$ cat src/rtl/imu_trigger_scheduler.sv
`default_nettype none
// ============================================================================
//  Module      : imu_trigger_scheduler
//  Description : Schedules camera exposure triggers from the IMU data-ready
//                interrupt so every frame starts on a known IMU sample.
//                Provides a frame/trigger FSM, per-frame camera-busy gating,
//                frame-boundary reconfiguration of the frame length and a
//                watchdog that synthesises ticks when the IMU goes quiet.
//  Revision    : 1.0 - initial release
// ----------------------------------------------------------------------------
//  Ports
//    clk               in   system clock
//    rst_n             in   asynchronous active-low reset
//    imu_int           in   raw IMU interrupt (asynchronous, active-high)
//    enable            in   scheduler enable
//    samples_per_frame in   IMU ticks per frame (0 behaves as 1)
//    trigger_delay     in   cycles from frame tick to trigger assertion
//    trigger_width     in   trigger pulse length in cycles (0 behaves as 1)
//    cam_busy          in   per-camera readout-in-progress flags
//    cam_trigger       out  exposure trigger pulses (registered)
//    sample_count      out  IMU ticks since last frame tick
//    frame_count       out  frames triggered (wraps)
//    skipped_count     out  frames skipped (saturates)
//    imu_timeout       out  high while running on synthetic ticks
// ============================================================================
module imu_trigger_scheduler #(
    parameter int NUM_CAMS        = 3,
    parameter int TIMER_W         = 24,
    parameter int WATCHDOG_CYCLES = 400000
) (
    input  logic                clk,
    input  logic                rst_n,
    input  logic                imu_int,
    input  logic                enable,
    input  logic [7:0]          samples_per_frame,
    input  logic [TIMER_W-1:0]  trigger_delay,
    input  logic [TIMER_W-1:0]  trigger_width,
    input  logic [NUM_CAMS-1:0] cam_busy,
    output logic [NUM_CAMS-1:0] cam_trigger,
    output logic [7:0]          sample_count,
    output logic [15:0]         frame_count,
    output logic [15:0]         skipped_count,
    output logic                imu_timeout
);

    typedef enum logic [1:0] {
        ST_IDLE  = 2'd0,
        ST_DELAY = 2'd1,
        ST_PULSE = 2'd2
    } state_t;

    localparam logic [TIMER_W-1:0] WD_LAST = TIMER_W'(WATCHDOG_CYCLES - 1);

    // ------------------------------------------------------------------
    // Registers
    // ------------------------------------------------------------------
    logic                r_sync1;
    logic                r_sync2;
    logic                r_sync3;
    logic [TIMER_W-1:0]  r_wd;
    logic                r_timeout;
    logic [7:0]          r_sample_cnt;
    logic [7:0]          r_spf_shadow;
    logic [15:0]         r_frame_cnt;
    logic [15:0]         r_skip_cnt;
    state_t              r_state;
    logic [TIMER_W-1:0]  r_timer;
    logic [NUM_CAMS-1:0] r_trig;

    // ------------------------------------------------------------------
    // Combinational decode
    // ------------------------------------------------------------------
    logic               w_real_tick;
    logic               w_wd_hit;
    logic               w_tick;
    logic [7:0]         w_spf_eff;
    logic               w_frame_tick;
    logic               w_accept;
    logic               w_skip;
    logic [TIMER_W-1:0] w_width_m1;

    // Rising-edge detect on the synchronised interrupt: a long high time
    // still yields exactly one tick.
    assign w_real_tick  = r_sync2 & ~r_sync3;
    assign w_wd_hit     = (r_wd == WD_LAST);
    // A real tick coinciding with watchdog expiry merges into one tick.
    assign w_tick       = enable & (w_real_tick | w_wd_hit);
    assign w_spf_eff    = (samples_per_frame == 8'd0) ? 8'd1 : samples_per_frame;
    assign w_frame_tick = w_tick & (r_sample_cnt == (r_spf_shadow - 8'd1));
    assign w_accept     = w_frame_tick & (r_state == ST_IDLE) & ~(|cam_busy);
    assign w_skip       = w_frame_tick & ~w_accept;
    // Pulse timer counts down to zero, so it is loaded with width-1;
    // a zero width is stretched to one cycle.
    assign w_width_m1   = (trigger_width == '0) ? '0 : (trigger_width - 1'b1);

    // ------------------------------------------------------------------
    // Interrupt synchroniser plus history flop
    // ------------------------------------------------------------------
    always_ff @(posedge clk or negedge rst_n) begin
        if (!rst_n) begin
            r_sync1 <= 1'b0;
            r_sync2 <= 1'b0;
            r_sync3 <= 1'b0;
        end else begin
            r_sync1 <= imu_int;
            r_sync2 <= r_sync1;
            r_sync3 <= r_sync2;
        end
    end

    // ------------------------------------------------------------------
    // Watchdog and timeout flag
    // ------------------------------------------------------------------
    always_ff @(posedge clk or negedge rst_n) begin
        if (!rst_n) begin
            r_wd      <= '0;
            r_timeout <= 1'b0;
        end else if (!enable) begin
            r_wd      <= '0;
            r_timeout <= 1'b0;
        end else if (w_real_tick) begin
            // A real edge always wins and restarts the watchdog.
            r_wd      <= '0;
            r_timeout <= 1'b0;
        end else if (w_wd_hit) begin
            r_wd      <= '0;
            r_timeout <= 1'b1;
        end else begin
            r_wd      <= r_wd + 1'b1;
        end
    end

    // ------------------------------------------------------------------
    // Sample counter and frame-length shadow. The shadow only reloads at
    // a frame boundary so a new frame length never truncates the frame
    // in progress.
    // ------------------------------------------------------------------
    always_ff @(posedge clk or negedge rst_n) begin
        if (!rst_n) begin
            r_sample_cnt <= 8'd0;
            r_spf_shadow <= 8'd1;
        end else if (!enable) begin
            r_sample_cnt <= 8'd0;
            r_spf_shadow <= w_spf_eff;
        end else if (w_frame_tick) begin
            r_sample_cnt <= 8'd0;
            r_spf_shadow <= w_spf_eff;
        end else if (w_tick) begin
            r_sample_cnt <= r_sample_cnt + 8'd1;
        end
    end

    // ------------------------------------------------------------------
    // Frame and skip statistics
    // ------------------------------------------------------------------
    always_ff @(posedge clk or negedge rst_n) begin
        if (!rst_n) begin
            r_frame_cnt <= 16'd0;
            r_skip_cnt  <= 16'd0;
        end else begin
            if (w_accept) begin
                r_frame_cnt <= r_frame_cnt + 16'd1;
            end
            if (w_skip && (r_skip_cnt != 16'hFFFF)) begin
                r_skip_cnt <= r_skip_cnt + 16'd1;
            end
        end
    end

    // ------------------------------------------------------------------
    // Trigger FSM. Runs independently of enable so a delay or pulse in
    // flight always completes. Delay and width are captured when the
    // respective phase timer loads.
    // ------------------------------------------------------------------
    always_ff @(posedge clk or negedge rst_n) begin
        if (!rst_n) begin
            r_state <= ST_IDLE;
            r_timer <= '0;
            r_trig  <= '0;
        end else begin
            case (r_state)
                ST_IDLE: begin
                    if (w_accept) begin
                        if (trigger_delay == '0) begin
                            r_state <= ST_PULSE;
                            r_timer <= w_width_m1;
                            r_trig  <= {NUM_CAMS{1'b1}};
                        end else begin
                            r_state <= ST_DELAY;
                            r_timer <= trigger_delay - 1'b1;
                        end
                    end
                end
                ST_DELAY: begin
                    if (r_timer == '0) begin
                        r_state <= ST_PULSE;
                        r_timer <= w_width_m1;
                        r_trig  <= {NUM_CAMS{1'b1}};
                    end else begin
                        r_timer <= r_timer - 1'b1;
                    end
                end
                ST_PULSE: begin
                    if (r_timer == '0) begin
                        r_state <= ST_IDLE;
                        r_trig  <= '0;
                    end else begin
                        r_timer <= r_timer - 1'b1;
                    end
                end
                default: begin
                    r_state <= ST_IDLE;
                    r_timer <= '0;
                    r_trig  <= '0;
                end
            endcase
        end
    end

    // ------------------------------------------------------------------
    // Outputs
    // ------------------------------------------------------------------
    assign cam_trigger   = r_trig;
    assign sample_count  = r_sample_cnt;
    assign frame_count   = r_frame_cnt;
    assign skipped_count = r_skip_cnt;
    assign imu_timeout   = r_timeout;

endmodule
`default_nettype wire

$ cat config.mk
export PLATFORM = sky130hd
export DESIGN_NAME = imu_trigger_scheduler
export DESIGN_NICKNAME = d
export VERILOG_FILES = /design/src/rtl/imu_trigger_scheduler.sv
export SDC_FILE = /design/constraint.sdc
export NUM_CORES = 1
export LEC_CHECK = 0
export CAP_MARGIN = 20
export CORE_MARGIN = 2
export CORE_UTILIZATION = 49
export CTS_CLUSTER_SIZE = 10
export DETAILED_ROUTE_END_ITERATION = 16
export GPL_ROUTABILITY_DRIVEN = 0
export MAX_ROUTING_LAYER = met4
export PLACE_DENSITY_LB_ADDON = 0.05
export RECOVER_POWER = 25
export REMOVE_ABC_BUFFERS = 1
export SYNTH_ARGS = -nofsm -noshare
export SYNTH_HDL_FRONTEND = slang
export SYNTH_SLANG_ARGS = --single-unit
export TNS_END_PERCENT = 20
$ cat constraint.sdc
create_clock -name clk -period 2.6 [get_ports clk]
set_input_delay 0.26 -clock clk [delete_from_list [all_inputs] [get_ports clk]]
set_output_delay 0.26 -clock clk [all_outputs]
set_load 0.01 [all_outputs]
======== Word-level counts from Yosys, hierarchy flattened ========
Index checks and enable logic that the tools add are counted.
W data, S select, Z words.
storage, ports and cells
  bits in latches ......................... 0
  bits in registers ....................... 105
  input bits .............................. 63
  output and inout bits ................... 44
  bits in writable memories ............... 0
  word-level logic and storage cells ...... 81
  memories kept ........................... 0
  bits in read-only memories .............. 0
operators by class
  shift-type cells ........................ 0
  multiply operators ...................... 0
  $lt $le $gt $ge ......................... 0
  divide/modulo/power cells ............... 0
  reduce and logical (&&, ||, !) cells .... 10
  equal/unequal tests ..................... 13
  $add $sub $neg .......................... 8
  bitwise operators ....................... 10
  multiplexer cells ....................... 28
operators by type and width
  kind                     number
  $mux W24                 8
  $logic_not A24 Y1        3
  $pmux W24 S3             1
  $sub A24 B1 Y24 const B  3
  $mux W8                  6
  $add A16 B1 Y16 const B  2
  $add A24 B1 Y24 const B  1
  $eq A24 B19 Y1 const B   1
  $ne A16 B16 Y1 const B   1
  $mux W3                  4
  $pmux W3 S3              1
  $add A8 B1 Y8 const B    1
  $eq A8 B8 Y1             1
  $logic_not A8 Y1         1
  $mux W2                  4
  $ne A2 B2 Y1 const B     4
  $sub A8 B1 Y8 const B    1
  $and A1 B1 Y1            6
  $ne A3 B1 Y1 const B     2
  $pmux W2 S3              1
  $ne A2 B1 Y1 const B     2
  $reduce_and A4 Y1        1
  $mux W1                  3
  $not A1 Y1               3
  other kinds (8)          8

======== Depth between registers and ports, before layout ========
Gate-level depths: netlist (run 1).
  depth after elaboration ................. 10
  gate-level depth with buffers ........... 12
  mapped depth without buffers ............ 9

======== Worst setup path after synthesis (run 1) ========
No wires, ideal clock.
  kind .................................... reg2reg
  start point ............................. reg r_spf_shadow[1]
  end point ............................... reg r_timer[16]
  slack ................................... -0.086 ns
  buffers on the path ..................... 3
  arrival time ............................ 2.565 ns
  clock period less this slack ............ 2.686 ns
  required time ........................... 2.479 ns
  library setup time ...................... 0.121 ns
  cell stages (with the launch flop) ...... 13
  path through ............................ dfrtp_1 -> inv_1 -> ha_1 -> or3b_1 -> nor2_1 -> a32oi_1 -> or4_1 -> buf_2 -> or2_1 -> buf_6 -> and2_4 -> buf_6 -> a22o_1
on the way
  longest elaborated chain between the ends .. 7
RTL lines
  item                         RTL line  text
  start, declared              63        logic [7:0] r_spf_shadow;
  start signal, assigned       144       r_spf_shadow <= w_spf_eff;
  start signal, assigned       147       r_spf_shadow <= w_spf_eff;
  $sub A8 B1 Y8                89        assign w_frame_tick = w_tick & (r_sample_cnt == (r_spf_shadow - 8'd1));
  $eq A8 B8 Y1                 89
  $and A1 B1 Y1                89
  $and A1 B1 Y1 (2 in a row)   90        assign w_accept = w_frame_tick & (r_state == ST_IDLE) & ~(|cam_busy);
  $ne A2 B2 Y1 (no line)       n/a
  $reduce_and A2 Y1 (no line)  n/a
  end signal, assigned         186       r_timer <= w_width_m1;
  end signal, assigned         190       r_timer <= trigger_delay - 1'b1;
  end signal, assigned         197       r_timer <= w_width_m1;
  end, declared                67        logic [TIMER_W-1:0] r_timer;
No other way between the ends.
A chain may end at the register's enable or synchronous reset.

======== Worst setup path in the final report (run 1) ========
  start point ............................. reg r_spf_shadow[1]
  end point ............................... reg r_skip_cnt[1] (netlist: skipped_count[1])
on the way
  longest elaborated chain between the ends .. 8
RTL lines
  item                        RTL line  text
  $sub A8 B1 Y8 (*)           89
  $eq A8 B8 Y1 (*)            89
  $and A1 B1 Y1 (*)           89
  $and A1 B1 Y1 (2 in a row)  90
  $not A1 Y1                  91        assign w_skip = w_frame_tick & ~w_accept;
  $and A1 B1 Y1 (*)           91
  $logic_and A1 B1 Y1 (*)     164       if (w_skip && (r_skip_cnt != 16'hFFFF)) begin
  end signal, assigned        165       r_skip_cnt <= r_skip_cnt + 16'd1;
  end, declared               65        logic [15:0] r_skip_cnt;
Every way passes the cells marked *; elsewhere a longest branch is shown, timed or not.

==> results of run 1 <==
-- synthesized netlist by cell type, types with 6 or more instances --
| library cell | instances |
|---|---|
| o22ai_1 | 13 |
| a21oi_1 | 35 |
| o21ai_0 | 21 |
| and4_1 | 8 |
| nor2_1 | 99 |
| clkbuf_1 | 15 |
| inv_1 | 21 |
| nand2_1 | 56 |
| nand3_1 | 31 |
| mux2_2 | 6 |
| xor2_1 | 45 |
| o21ai_1 | 6 |
| dfrtp_1 | 102 |
| or3_1 | 12 |
| o211ai_1 | 7 |
| ha_1 | 9 |
| or4_1 | 18 |
| buf_2 | 8 |
| nand4_1 | 21 |
| xnor2_1 | 66 |
| nor3_1 | 26 |
| and3_1 | 13 |
| nor4_1 | 20 |
-- final cells by class --
class | instances | area share
timing repair buffer | 256 | 0.245
clock buffer | 10 | 0.0253
inverter | 21 | 0.00834
multi-input combinational | 588 | 0.420
tap | 176 | 0.0233
sequential | 103 | 0.273
clock inverter | 6 | 0.00543
-- cells in the final DEF, fill, tap and decap left out, types with 4 or more instances in the layout --
cell type / count
xor2_1: 44
and2_1: 5
a21oi_1: 32
nand3_1: 29
and3_1: 13
o21ai_1: 6
buf_4: 132
nand4_1: 21
nor3_2: 6
clkbuf_16: 9
a21oi_2: 4
or3_1: 12
inv_1: 19
xnor2_1: 66
o211ai_1: 7
nor2_1: 96
nor3_1: 19
clkdlybuf4s50_1: 104
o21ai_2: 4
nor4_1: 16
and4_1: 8
dfrtp_1: 102
o21ai_0: 17
or4_1: 16
nor4_2: 4
ha_1: 8
o22ai_1: 13
buf_12: 5
buf_6: 10
nand2_1: 55
mux2_4: 5
-- logic make-up after synthesis --
kind of cell,share of synthesized area
AND/OR/NAND/NOR,0.277
adder cells (fa/ha/maj),0.0172
AO/OA/AOI/OAI,0.120
flip-flops,0.393
XOR/XNOR,0.148
multiplexers,0.0103
buffers and inverters,0.0330
-- layer usage --
metal / part of all wire / vias to the layer above / track usage
met2: 0.51 / 188 / 0.488
li1: - / 3143 / -
met5: 0 / - / -
met1: 0.42 / 3194 / 0.332
met4: 0.040 / 0 / 0.131
met3: 0.033 / 58 / 0.0252
-- sequential cells by signal, indices dropped and copies added (netlist names) --
name and count:
r_timer 24, r_wd 24, frame_count 16, skipped_count 16, r_spf_shadow 8, sample_count 8
r_state 2, cam_trigger 1, imu_timeout 1, r_sync1 1, r_sync2 1, r_sync3 1
-- power breakdown --
group | internal [mW] | total (mW) | switching [mW]
clock network | 0.692 | 1.33 | 0.637
registers | 1.63 | 1.67 | 0.0377
logic | 0.262 | 0.478 | 0.216
-- path summary, 6_finish.rpt --
| path | startpoint | to | slack (ns) | cells past startpoint |
|---|---|---|---|---|
| max | r_spf_shadow[1] | skipped_count[1] | -0.14 | 10 |
| min | r_sync1 | r_sync2 | 0.36 | 0 |
| max reg2reg | r_spf_shadow[1] | skipped_count[1] | -0.14 | 10 |
| min reg2reg | r_sync1 | r_sync2 | 0.36 | 0 |
| max in group asynchronous | rst_n | skipped_count[7] | 1.02 | 3 |
| min in group asynchronous | rst_n | r_spf_shadow[1] | 0.68 | 2 |
-- per-stage QoR --
step / utilization / TNS (ns)
after floorplan: - / -12.38
after global placement: 0.671 / -7.97
after detailed placement: 0.671 / -11.42
after CTS: 0.709 / -1.70
after global routing: 0.719 / -8.07
final: 0.719 / -2.54
-- repair_timing --
item / CTS / global route
hold buffers: 1 / 0
resized for setup: 34 / 31
setup endpoints to repair: 72 / 72
buffers inserted: 3 / 2
gates cloned: 3 / 0
endpoints found under the hold margin: 43 / 0
pin swaps: 15 / 13
==> key figures, run 1 <==
Yosys
  – Synthesized netlist cell count: 740
  – Seq cells post-synth: 103
  – Top FF cell, synth: dfrtp_1
  – Top cells by area, synth: dfrtp_1 (39%), xnor2_1 (8.8%), xor2_1 (6.0%)
  – Largest area contributor in the netlist: dfrtp_1
  – Seq/Total Area, Yosys: 0.393
  – Asr flop ratio synth: 1.00
  – Post-Syn Area per Cell: 8.86 sq um
  – Netlist cell types: 75
  – Area share of the largest cell type after synthesis: 0.389
  – Synthesis Warnings: 0
  – Syn Std Cell Area: 6550 sq um
  – Number of flops mapped to enable cells by yosys: 0

Pwr
  – Total power: 3.48 mW
  – VDD IR max: 0.283 mV
  – Leakage: 3.94 nW
  – Power density over cell area: 368 nW/um^2

Floorplan
  – Row cnt: 42
  – Die Y: 120 um
  – # IOs: 107
  – Die area: 14,300 sq um
  – Core area: 13,100 sq um
  – Initial core utilization: 0.499
  – Horiz. Die Dim: 120 um

Status
  – Status: complete, but fails checks
  – Failing checks: negative setup slack

Timing
  – Final Hold Viols: 0
  – RSZ-0062 raised after global routing: yes
  – Fin crit share: 1.05
  – Hold slack: 0.364 ns
  – Setup WS post-layout: -0.135 ns
  – Max-slew violations: 0
  – Worst slew pin tran: 1.21 ns
  – Fmax: 0.366 GHz
  – Minimum clock period: 2.74 ns
  – Final setup violating endpoints: 46
  – Slew margin rel.: 0.195
  – Final Skew: 0.0102 ns

Drt
  – Routed vias: 6,583
  – Antenna Violating Nets Remaining: 0
  – Vias per cell: 5.68
  – DRC: 0
  – DRT iter0 DRCs: 496
  – Detailed-router iteration count before antenna repair: 7
  – WL final: 19,400 um
  – Wirelength per Cell: 16.7 um

CTS
  – H-tree depth: 3
  – Clk buf depth: 2
  – Clk_lat worst skew: 0.35 ns
  – CTS sink cnt: 103
  – Clock root buffer: clkbuf_16
  – Reg clk slew, reported paths: 0.08 ns
  – CTS tree: built
  – CTS Buf Count: 9

Setup path
  – Critical Path RT: 2.85 ns
  – CP bufs+invs: 4
  – CP delay by family, top: simple AND/OR/NAND/NOR gates
  – Cell chain of the critical path: buf_4 -> or4_4 -> buf_4 -> nor4_2 -> a311o_1 -> nor2_1 -> buf_4 -> nor3_4 -> buf_6 -> mux2_2
  – Most frequent CP cell: buf_4
  – Worst path max stage delay: 0.53 ns
  – Worst Path Max Fanout: 7
  – Critical path type: register to register
  – CP Data Arrival Time: 2.98 ns
  – Startpoint types: register
  – Slowest CP cell: or4_4
  – Crit end category: register

Flow run
  – Max-cap violation count: 0

Global routing
  – Total gr overflow: 0
  – First-pass GRT wire length: 31,700 um
  – Initial antenna violation count: 0
  – Total GRT Usage: 0.281
  – Largest net degree at the start of global routing: 47
  – Vias in the first global route: 6,670

Place
  – Placed cell area: 8820 sq um
  – Port bufs: 106
  – HPWL Detailed: 14,400 um
  – Pre-CTS WS: -0.377 ns
  – Cells after DPL: 1,135

Finish
  – Share of post-route cells with drive strength above 1: 0.229
  – Final #Nets: 1,051
  – Area grow syn2layout: 44.2%
  – # fillers: 960
  – Area of the multi-input gates: 3970 sq um
  – N_diodes: 0
  – Non-Filler Instances: 1,160
  – Final instance area: 9450 sq um
  – Register area: 2580 sq um

Min path
  – Worst min path class: register to register
Power figures use the tool's default switching activity.
==> inputs of run 2 (changes only) <==
MAX_ROUTING_LAYER = unset   (was met4)
==> run 2 against run 1 <==
- the flow still finishes with violations (negative setup slack)
- count of clock-buffer cells in the layout did not move
- global-route usage fell by 0.78 points
- clock skew barely moved
- setup slack barely moved
- core utilization did not move
- power rose by 0.17%
- register-to-register slack barely moved
- non-clock buffer count did not move
- critical path type unchanged
- critical endpoint unchanged
- largest cell class unchanged
- largest power group unchanged
- highest routed layer unchanged
==> key figures, run 2 (synthesized netlist as in run 1, its figures left out) <==
Pwr
  – Clock Power Share: 0.383
  – Power density over cell area: 369 nW/um^2
  – VDD IR max: 0.282 mV
  – Leakage: 3.94 nW
  – Switching power: 0.897 mW
  – Power Internal: 2.59 mW
  – Net Sw Frac: 0.257
  – Logic pwr share: 0.137
  – Sequential power share: 0.480

Floorplan
  – Row cnt: 42
  – Horiz. Die Dim: 120 um
  – Die Y: 120 um
  – Initial core utilization: 0.499
  – Core area: 13,100 sq um
  – # IOs: 107
  – Die area: 14,300 sq um

Timing
  – RSZ-0062 raised after global routing: yes
  – Fmax: 0.366 GHz
  – Max-slew violations: 0
  – Final setup violating endpoints: 46
  – Final Skew: 0.0101 ns
  – Fin crit share: 1.05
  – Worst slew pin tran: 1.20 ns
  – Final Hold Viols: 0
  – Slew margin rel.: 0.197
  – Setup WS post-layout: -0.135 ns
  – Hold slack: 0.366 ns
  – Minimum clock period: 2.74 ns

Setup path
  – FF-to-FF setup slack: -0.14 ns
  – R2R Path End: skipped_count[1]
  – CP Data Arrival Time: 2.98 ns
  – Startpoint types: register
  – Worst Path Max Fanout: 7
  – R2R cell count: 10
  – Reg-to-Reg Start: r_spf_shadow[1]
  – Crit end category: register
  – Critical Path RT: 2.85 ns
  – Critical path type: register to register
  – Crit path from: r_spf_shadow[1]

Finish
  – Final instance area: 9450 sq um
  – Most frequent cells in the layout: buf_4 (132), clkdlybuf4s50_1 (104), dfrtp_1 (102)
  – N_diodes: 0
  – Area grow syn2layout: 44.2%
  – Most common cell after layout, fill and taps aside: buf_4
  – Final #Nets: 1,051
  – # fillers: 960
  – Area of the multi-input gates: 3970 sq um
  – Biggest regs: r_timer (24), r_wd (24)
  – Share of post-route cells with drive strength above 1: 0.229
  – Register area: 2580 sq um

Global routing
  – Total GRT Usage: 0.273
  – First-pass GRT wire length: 31,700 um
  – Met1 usage: 0.332
  – Vias in the first global route: 6,657
  – Largest net degree at the start of global routing: 47
  – Total gr overflow: 0
  – GR peak layer: met2
  – Grt met2 use: 0.488
  – Initial antenna violation count: 0
  – M3 GR Usage: 0.0252

Flow run
  – Max-cap violation count: 0

Place
  – Port bufs: 106
  – HPWL Detailed: 14,400 um
  – Placed cell area: 8820 sq um

CTS
  – Reg clk slew, reported paths: 0.08 ns
  – H-tree depth: 3
  – CTS Buf Count: 9
  – CTS tree: built
  – Clk_lat worst skew: 0.35 ns
  – CTS sink cnt: 103
  – Clk buf depth: 2
  – Clock root buffer: clkbuf_16

Drt
  – Antenna Violating Nets Remaining: 0
  – Detailed-router iteration count before antenna repair: 7
  – Routed vias: 6,551
  – Wirelength per Cell: 16.7 um
  – DRT iter0 DRCs: 514
  – Vias per cell: 5.65
  – DRC: 0
  – WL final: 19,300 um

Min path
  – Hold endpoint: r_sync2
  – Worst min path class: register to register
  – Min-Delay Startpoint: r_sync1
  – Hold Path Cell Cnt: 0

Status
  – Failing checks: negative setup slack
  – Status: complete, but fails checks
## run 2: worst max path at each step
stage	endpoint	slack, ns	cells past startpoint
after floorplan	r_timer[6]	-0.70	9
after global placement	r_timer[18]	-0.29	10
after detailed placement	r_timer[7]	-0.38	10
after CTS	skipped_count[1]	-0.08	10
after global routing	skipped_count[9]	-0.23	11
final	skipped_count[1]	-0.14	10
## run 2: layout make-up
type	count	share of cell area
tap	176	0.0233
multi-input combinational	588	0.420
clock buffer	10	0.0253
sequential	103	0.273
timing repair buffer	256	0.245
clock inverter	6	0.00543
inverter	21	0.00834
## run 2: routing by layer
| metal | wire length (um) | vias up |
|---|---|---|
| li1 | - | 3143 |
| met1 | 8100 | 3175 |
| met2 | 9940 | 180 |
| met3 | 606 | 53 |
| met4 | 677 | 0 |
| met5 | 0 | - |
## run 2: through the flow
step	setup slack, ns	total power [mW]	instances	TNS (ns)	utilization
3_5_place_dp	-0.377	2.14	1135	-11.42	0.671
3_3_place_gp	-0.294	2.13	1135	-7.97	0.671
5_1_grt	-0.234	3.61	1160	-8.07	0.719
4_1_cts	-0.0782	3.48	1158	-1.70	0.709
6_report	-0.135	3.48	1160	-2.49	0.719
2_1_floorplan	-0.701	1.85	712	-12.38	-
## run 2: power groups by stage
stage	Clock [mW]	Combinational (mW)	Sequential, mW
final	1.33	0.478	1.67
after global routing	1.41	0.517	1.68
after CTS	1.35	0.466	1.67
after detailed placement	0	0.443	1.70
after global placement	0	0.430	1.70
after floorplan	0	0.147	1.70
## run 2: repair_timing
action	4_1_cts	5_1_grt
buffers inserted	3	2
setup endpoints to repair	72	73
gates cloned	3	0
pin swaps	15	13
hold buffers	1	0
resized for setup	34	31
endpoints found under the hold margin	43	0
## run 2: critical path: stages (launching register included)
cell     delay (ns)
dfrtp_1        0.40
buf_4          0.14
or4_4          0.53
buf_4          0.16
nor4_2         0.24
a311o_1        0.23
nor2_1         0.06
buf_4          0.16
nor3_4         0.22
buf_6          0.16
mux2_2         0.33
==> inputs of run 3 (changes only) <==
CORE_UTILIZATION = 50   (was 49)
CTS_BUF_LIST = sky130_fd_sc_hd__clkbuf_8   (was unset)
==> run 3 against run 2 <==
- the run still ends with negative setup slack left
- sequential share of layout area is 0.70 points higher
- power shrank 13%
- setup slack improved by 0.055 ns
- cell area decreased by 2.5%
- sequential power is essentially flat
- die area shrank 1.9%
- non-clock buffer count is 9 lower
==> key figures, run 3 (synthesized netlist as in run 1, its figures left out) <==
Status
  – Status: complete, but fails checks
  – Failing checks: negative setup slack

Drt
  – DRC: 0
  – Routed vias: 6,579
  – Vias per cell: 5.74
  – Wirelength per Cell: 16.5 um
  – DRT iter0 DRCs: 445
  – Antenna Violating Nets Remaining: 0
  – WL final: 18,900 um
  – Detailed-router iteration count before antenna repair: 6

CTS
  – CTS tree: built
  – Clk_lat worst skew: 0.39 ns
  – H-tree depth: 3
  – CTS sink cnt: 103
  – Clk buf depth: 2
  – Clock root buffer: clkbuf_8
  – Reg clk slew, reported paths: 0.10 ns
  – CTS Buf Count: 9

Timing
  – Fin crit share: 1.03
  – Minimum clock period: 2.68 ns
  – Worst slew pin tran: 1.20 ns
  – Final Skew: 0.0127 ns
  – Final Hold Viols: 0
  – Final setup violating endpoints: 15
  – Setup_tns: -0.325 ns
  – Max-slew violations: 0
  – Fmax: 0.373 GHz
  – Slew margin rel.: 0.200
  – RSZ-0062 raised after global routing: yes
  – Hold slack: 0.375 ns
  – Setup WS post-layout: -0.0802 ns

Global routing
  – Initial antenna violation count: 0
  – Total GRT Usage: 0.272
  – Largest net degree at the start of global routing: 59
  – First-pass GRT wire length: 31,100 um
  – Vias in the first global route: 6,478
  – Total gr overflow: 0

Pwr
  – Net Sw Frac: 0.268
  – Total power: 3.04 mW
  – Clock Power Share: 0.300
  – Power Internal: 2.23 mW
  – Leakage: 3.85 nW
  – Logic pwr share: 0.151
  – Power density over cell area: 330 nW/um^2
  – Sequential power share: 0.549
  – Switching power: 0.816 mW
  – VDD IR max: 0.230 mV

Flow run
  – Max-cap violation count: 0

Finish
  – Area grow syn2layout: 40.6%
  – Share of post-route cells with drive strength above 1: 0.223
  – # fillers: 999
  – Biggest regs: r_timer (24), r_wd (24)
  – Most frequent cells in the layout: buf_4 (128), clkdlybuf4s50_1 (104), dfrtp_1 (102)
  – Most common cell after layout, fill and taps aside: buf_4
  – N_diodes: 0
  – Final #Nets: 1,042

Setup path
  – Crit end category: register
  – Critical path type: register to register
  – CP Data Arrival Time: 2.94 ns
  – Worst Path Max Fanout: 11
  – Critical Path RT: 2.86 ns
  – Startpoint types: register

Floorplan
  – Horiz. Die Dim: 118 um
  – Row cnt: 41
  – Core area: 12,700 sq um
  – Die area: 14,000 sq um
  – # IOs: 107
  – Die Y: 118 um
  – Initial core utilization: 0.515

Place
  – Port bufs: 106
  – HPWL Detailed: 14,400 um

Min path
  – Worst min path class: register to register
run 3: stage by stage:
stage	setup WS [ns]	instances	cell area (sq um)	utilization
after floorplan	-0.701	712	6420	-
after global placement	-0.324	1127	8780	0.691
after detailed placement	-0.397	1127	8780	0.691
after CTS	-0.0709	1146	9040	0.710
after global routing	-0.176	1147	9210	0.724
final	-0.0802	1147	9210	0.724
run 3: repair_timing:
| item | CTS | global route |
|---|---|---|
| hold buffers | 1 | 0 |
| gates cloned | 1 | 0 |
| buffers inserted | 1 | 1 |
| gates resized for setup | 17 | 41 |
| setup endpoints to repair | 72 | 69 |
| pin swaps | 6 | 12 |
| hold endpoints to repair | 45 | 0 |
run 3: layout make-up:
class	count	area, sq um	share of cell area
clock buffers	9	124	0.0134
clock inverters	7	41.3	0.00448
inverters	21	78.8	0.00856
multi-input cells	588	3970	0.430
flip-flops and latches	103	2580	0.280
well taps	172	215	0.0234
repair buffers	247	2210	0.240
run 3: critical path, stage by stage, from the launching register on:
cell	delay, ns
dfrtp_1	0.41
buf_4	0.15
or4_4	0.55
o221a_4	0.28
a311o_1	0.30
o21bai_1	0.17
buf_4	0.16
o21ai_4	0.06
buf_12	0.15
buf_12	0.13
o31ai_1	0.06
nand3_1	0.12
run 3: power by group through the flow:
stage	combinational (mW)	clock, mW	sequential (mW)
global route	0.500	1.01	1.68
detailed placement	0.445	0	1.70
floorplan	0.147	0	1.70
global placement	0.434	0	1.70
finish	0.459	0.912	1.67
CTS	0.452	0.934	1.67
run 3: worst paths after layout:
check | startpoint | endpoint | slack, ns | cells past startpoint
worst max-delay path | r_spf_shadow[1] | r_timer[3] | -0.08 | 11
worst min-delay path | r_sync1 | r_sync2 | 0.37 | 0
worst max register to register | r_spf_shadow[1] | r_timer[3] | -0.08 | 11
worst min register to register | r_sync1 | r_sync2 | 0.37 | 0
max in group asynchronous | rst_n | r_spf_shadow[0] | 1.02 | 3
min in group asynchronous | rst_n | r_wd[12] | 0.64 | 2
run 3: routing by layer:
| metal | up-vias | part of all wire | global-route usage |
|---|---|---|---|
| met2 | 234 | 0.49 | 0.455 |
| met1 | 3182 | 0.44 | 0.357 |
| met4 | 0 | 0.020 | 0.0900 |
| met5 | - | 0 | 0 |
| li1 | 3125 | - | - |
| met3 | 38 | 0.052 | 0.0473 |
